===== src/rtl/pipeline_pkg.sv =====
// Shared fetch/decode pipeline types: the fetch packet layout and the canonical NOP.
package pipeline_pkg;

  localparam int PKT_WIDTH = 32;

  typedef struct packed {
    logic [31:0]          instr;
    logic [PKT_WIDTH-1:0] pc;
    logic [PKT_WIDTH-1:0] pc_plus4;
  } fetch_pkt_t;

  localparam logic [31:0] NOP_INSTR = 32'h0000_0013;  // addi x0,x0,0

endpackage


===== src/rtl/instr_fetch_buffer.sv =====
// Fetch-to-decode circular FIFO: push visible one cycle later (no bypass); flush/reset empty it in one cycle.
// fetch_ready_o comes from registered occupancy only, so a full buffer refuses a push even on a same-cycle pop.
module instr_fetch_buffer
  import pipeline_pkg::*;
#(
  parameter int WIDTH = 32,
  parameter int DEPTH = 2
) (
  input  logic                     clk_i,
  input  logic                     reset_i,
  input  logic                     fetch_valid_i,
  input  logic [31:0]              instr_f_i,
  input  logic [WIDTH-1:0]         pc_f_i,
  input  logic [WIDTH-1:0]         pc_plus4_f_i,
  output logic                     fetch_ready_o,
  input  logic                     flush_i,
  input  logic                     decode_ready_i,
  output logic                     decode_valid_o,
  output logic [31:0]              instr_d_o,
  output logic [WIDTH-1:0]         pc_d_o,
  output logic [WIDTH-1:0]         pc_plus4_d_o,
  output logic [$clog2(DEPTH):0]   count_o
);

  localparam int PW = $clog2(DEPTH);
  localparam int CW = PW + 1;

  fetch_pkt_t    mem [DEPTH];
  fetch_pkt_t    head_pkt;
  logic [PW-1:0] head;
  logic [PW-1:0] tail;
  logic [CW-1:0] count;
  logic          push;
  logic          pop;

  assign fetch_ready_o  = (count != CW'(DEPTH));
  assign decode_valid_o = (count != '0);
  assign push = fetch_valid_i && fetch_ready_o && !flush_i;
  assign pop  = decode_valid_o && decode_ready_i && !flush_i;

  // Full vs. empty is told apart by count alone; pointers simply wrap.
  always_ff @(posedge clk_i) begin
    if (reset_i || flush_i) begin
      head  <= '0;
      tail  <= '0;
      count <= '0;
    end else begin
      if (push) tail <= tail + PW'(1);
      if (pop)  head <= head + PW'(1);
      case ({push, pop})
        2'b10:   count <= count + CW'(1);
        2'b01:   count <= count - CW'(1);
        default: count <= count;
      endcase
    end
  end

  // Storage is never cleared; stale entries are hidden by count.
  always_ff @(posedge clk_i) begin
    if (push && !reset_i) begin
      mem[tail] <= '{instr: instr_f_i, pc: pc_f_i, pc_plus4: pc_plus4_f_i};
    end
  end

  assign head_pkt     = mem[head];
  assign instr_d_o    = decode_valid_o ? head_pkt.instr    : NOP_INSTR;
  assign pc_d_o       = decode_valid_o ? head_pkt.pc       : '0;
  assign pc_plus4_d_o = decode_valid_o ? head_pkt.pc_plus4 : '0;
  assign count_o      = count;

endmodule


===== config.mk =====
export PLATFORM = sky130hd
export DESIGN_NAME = instr_fetch_buffer
export DESIGN_NICKNAME = d
export VERILOG_FILES = /design/src/rtl/pipeline_pkg.sv /design/src/rtl/instr_fetch_buffer.sv
export SDC_FILE = /design/constraint.sdc
export NUM_CORES = 1
export LEC_CHECK = 0
export CAP_MARGIN = 10
export CORE_MARGIN = 10
export CORE_UTILIZATION = 45
export CTS_BUF_LIST = sky130_fd_sc_hd__clkbuf_16
export CTS_CLUSTER_DIAMETER = 150
export DETAILED_ROUTE_END_ITERATION = 8
export PLACE_DENSITY = 0.8
export SLEW_MARGIN = 20
export SYNTH_ARGS = -nofsm -noshare
export SYNTH_HDL_FRONTEND = slang
export SYNTH_SLANG_ARGS = --single-unit

===== constraint.sdc =====
create_clock -name clk_i -period 23.3 [get_ports clk_i]
set_input_delay 6.99 -clock clk_i [delete_from_list [all_inputs] [get_ports clk_i]]
set_output_delay 6.99 -clock clk_i [all_outputs]
set_load 0.1 [all_outputs]

# Yosys cells after proc, flatten, opt, wreduce, memory -nomap -nowiden
# Memories as Yosys holds them, arrays and structs flattened. A register that Yosys moved wholly into a read port is not among the register bits.
# Index checks and enable logic that the tools add are counted.
[totals]
reg_bits = 4
latch_bits = 0
mem_bits_rw = 192
mem_bits_ro = 0
in_bits = 101
output_inout_bits = 100
n_memories = 1
[classes]
add_sub_neg = 4
mul = 0
div = 0
order_cmp = 0
eq_ne = 3
n_shift = 0
muxes = 8
bitwise = 0
reduce_logical = 10
[memory_table]
columns = ["memory", "depth", "word_bits", "read_ports", "rd_clocked_by_memory_dff", "write_ports", "line_no", "source"]
rows = [
  ["mem", 2, 96, 1, 1, 1, "instr_fetch_buffer.sv:28", "fetch_pkt_t mem [DEPTH];"],
]
[op_table]
columns = ["cell", "n"]
rows = [
  ["32-bit 2-to-1 mux", 3],
  ["1-bit logical AND", 5],
  ["1-bit 2-to-1 mux", 4],
  ["2-bit case mux with 2 select lines", 1],
  ["2-bit nonzero test", 2],
  ["1-bit adder (second input constant)", 2],
  ["2-bit by 1-bit adder with 2-bit output (second input constant)", 1],
  ["2-bit by 1-bit == test with 1-bit output (second input constant)", 1],
  ["2-bit == test (second input constant)", 1],
  ["1-bit zero test", 2],
  ["2-bit != test (second input constant)", 1],
  ["2-bit by 1-bit subtractor with 2-bit output (second input constant)", 1],
  ["1-bit logical OR", 1],
]

# Depth between registers and ports, before layout
[logic_depth]
word_depth = 6
mapped_depth = 6

# Least setup slack after synthesis
# Ideal clock, no wire load.
[synth_timing]
path_kind = "input -> register"
from = "input flush_i"
to = "memory mem[0][0] (netlist bit) (enable)"
setup_ps = 787
arrival_ps = 16487
required_time_ps = 22513
slack_ps = 6026
path_stages = 3
path_buffers = 1
path_cell_list = "or2_2 -> clkbuf_1 -> nor4_1"
[synth_between]
elab_chain_len = 5
[synth_lines]
columns = ["item", "line_no", "source"]
rows = [
  ["start: declaration", "instr_fetch_buffer.sv:16", "input logic flush_i,"],
  ["1-bit zero test", "instr_fetch_buffer.sv:38", "assign push = fetch_valid_i && fetch_ready_o && !flush_i;"],
  ["1-bit logical AND", "instr_fetch_buffer.sv:38", ""],
  ["1-bit logical AND", "instr_fetch_buffer.sv:60", "if (push && !reset_i) begin"],
  ["1-bit 2-to-1 mux", "instr_fetch_buffer.sv:60", ""],
  ["1-bit 2-to-1 mux (not written as such)", "instr_fetch_buffer.sv:61", "mem[tail] <= '{instr: instr_f_i, pc: pc_f_i, pc_plus4: pc_plus4_f_i};"],
  ["end: declaration", "instr_fetch_buffer.sv:28", ""],
]
# Every way passes these cells.

==> out/results.ini <==
[clock_network]
postCtsSetupRepairBufs = 0
cts_buffers = 17
cts.repair.resized = 0
postCtsHoldBufs = 0
cts_buffer_depth = 2
clkSinkCount = 197
cts_root_buffer = clkbuf_16
cts_max_level = 4
clk_latency_ns = 0.42
tritoncts = built
clk_pin_slew_ns = 0.06

[sta]
fin_crit_sh = 0.459
finalSetupTns_ns = 0
grt_setup_unrepaired = false
holdWs_ns = 0.518
relSlewSlack = 0.308
layout_min_cycle_time_ns = 10.70
max_freq_mhz = 93.5
slew_viol_final = 0
hold_viol_final = 0
finClkSkew_ns = 0.00569
setup_viol_count_final = 0
worstMarginPinSlew_ns = 1.03

[finish]
diodes = 0
layout_commonest_cell = clkdlybuf4s50_1
final_cell_mix = 200 x clkdlybuf4s50_1, 192 x edfxtp_1, 97 x nor2_1, 96 x mux2i_1, 17 x clkbuf_16
fillers = 1112
nets = 742
syn_to_final_growth_pct = 37.1
drive_above_1_share = 0.0597

[logic_synthesis]
syn_area_um2 = 7450
syn_area_per_cell_um2 = 17.1
synth_xor_area_frac = 0.00353
synth_compound_area_frac = 0.00336
yosysUniqueCellTypes = 19
syn_nets = 538
synth_mux_area_frac = 0.129
synth_simple_gate_area_frac = 0.0568
ys_ff_latch = 197
yosys.area_share.adder = 0.00168
ys_seq_area_frac = 0.787
ys_warn_count = 0
synthCells = 436
synth_top_family_by_area = multiplexers

[detailed_routing]
route.detailed.drc = 0
avgRoutedWirePerCell_um = 19.3
postRouteAntennaNets = 0
totalWireLength_mm = 16.7
vias_per_cell = 4.89
first_iter_violations = 310
vias = 4253
drt_first_pass_iters = 4

[die]
coreArea_um2 = 16100
dieArea_um2 = 22100
rows = 46
start_util = 0.464
die_h_um = 149
die_x_um = 149
ios = 201

[setup_path]
worst_setup_path_start_kind = flop
critPathRequiredTime_ns = 16.31
worstPathArrival_ns = 3.71
crit_fanout = 49
critPathCaptureType = output pin
crit_type = reg -> out

[placed_design]
portBuffers = 200
dp_hpwl_mm = 11.6
gp_congestion = 0.719

[status]
status = completed

[power_and_ir_drop]
p_per_area_nw_per_um2 = 72.2
irDropWorstVdd_mv = 0.0448
power_uw = 737
cellLeakagePower_nw = 3.18

[grt]
grt_pass1_vias = 4572
grt.total_usage = 0.149
grt_max_degree = 76
antenna_found_initial = 0
grt_pass1_wl_mm = 25.4
grt-ovfl-total = 0

[run]
drv_cap = 0

[hold_path]
hp-class = reg -> reg

## cells in the mapped netlist
cell,n,share of area
nor4_1,2,0.0017
mux2i_1,96,0.13
buf_2,13,0.0087
nor2_1,98,0.049
clkbuf_1,4,0.0020
or3_1,3,0.0025
nand2_1,3,0.0015
xnor2_1,1,0.0012
o21ai_0,3,0.0020
edfxtp_1,192,0.77
dfxtp_1,5,0.013
xor2_1,2,0.0024
a21oi_1,2,0.0013
or2_2,1,0.00084
nor2b_1,1,0.00084
inv_1,4,0.0020
buf_6,1,0.0015
ha_1,1,0.0017
buf_4,4,0.0040
## state kept, by name (all words and copies together) (netlist names), named ones only
register	cells
mem	192
count_o	2
head	1
tail	1
## critical path, stage by stage (launching register included)
cell	delay [ns]
dfxtp_4	0.89
buf_4	0.77
mux2i_1	0.21
nor2_1	0.15
clkdlybuf4s50_1	1.16
## per-layer routing
| layer | vias up | part of all wire | global-route usage |
|---|---|---|---|
| met5 | - | 0 | 0 |
| met4 | 0 | 0.016 | 0.0545 |
| met3 | 19 | 0.089 | 0.0570 |
| met2 | 164 | 0.49 | 0.244 |
| met1 | 2053 | 0.41 | 0.175 |
| li1 | 2017 | - | - |
## cells by family (layout without fill, tap and decap cells)
kind of cell    after synthesis  count (layout)
simple gates                108             108
buf+inv                      26             243
flops                       197             197
compound gates                5               5
fa+ha+maj                     1               1
mux                          96              96
xor+xnor                      3               3
## per-stage QoR
step,setup slack (ns),util,instance area [um^2],instances
after floorplan,6.03,-,7450,436
after global placement,13.02,0.602,9670,836
after detailed placement,13.00,0.604,9700,837
after CTS,12.54,0.636,10200,869
after global routing,12.39,0.636,10200,869
final,12.60,0.636,10200,869
## path summary, 6_finish.rpt
path | startpoint | end | slack (ns) | depth (start not counted)
worst max-delay path | flop | pc_plus4_d_o[8] | 12.60 | 4
worst min-delay path | head$_SDFFE_PP0P_ | head$_SDFFE_PP0P_ | 0.52 | 2
worst max register to register | count_o[0]$_SDFFE_PP0P_ | mem[0][62]$_DFFE_PP_ | 21.06 | 3
worst min register to register | head$_SDFFE_PP0P_ | head$_SDFFE_PP0P_ | 0.52 | 2
## final cells by class
cell class | instances | area (um^2) | share of cell area
inverter | 4 | 15.0 | 0.00147
clock inverter | 15 | 91.3 | 0.00894
multi-input combinational | 213 | 1470 | 0.144
clock buffer | 17 | 425 | 0.0417
sequential | 197 | 5870 | 0.575
tap | 216 | 270 | 0.0265
timing repair buffer | 207 | 2070 | 0.203
## power by group
part / internal, mW / switching (mW)
clock: 0.134 / 0.123
sequential: 0.396 / 0.00223
combinational: 0.0278 / 0.0545
total: 0.558 / 0.179
Note: power is estimated with default switching activity, not from simulation.
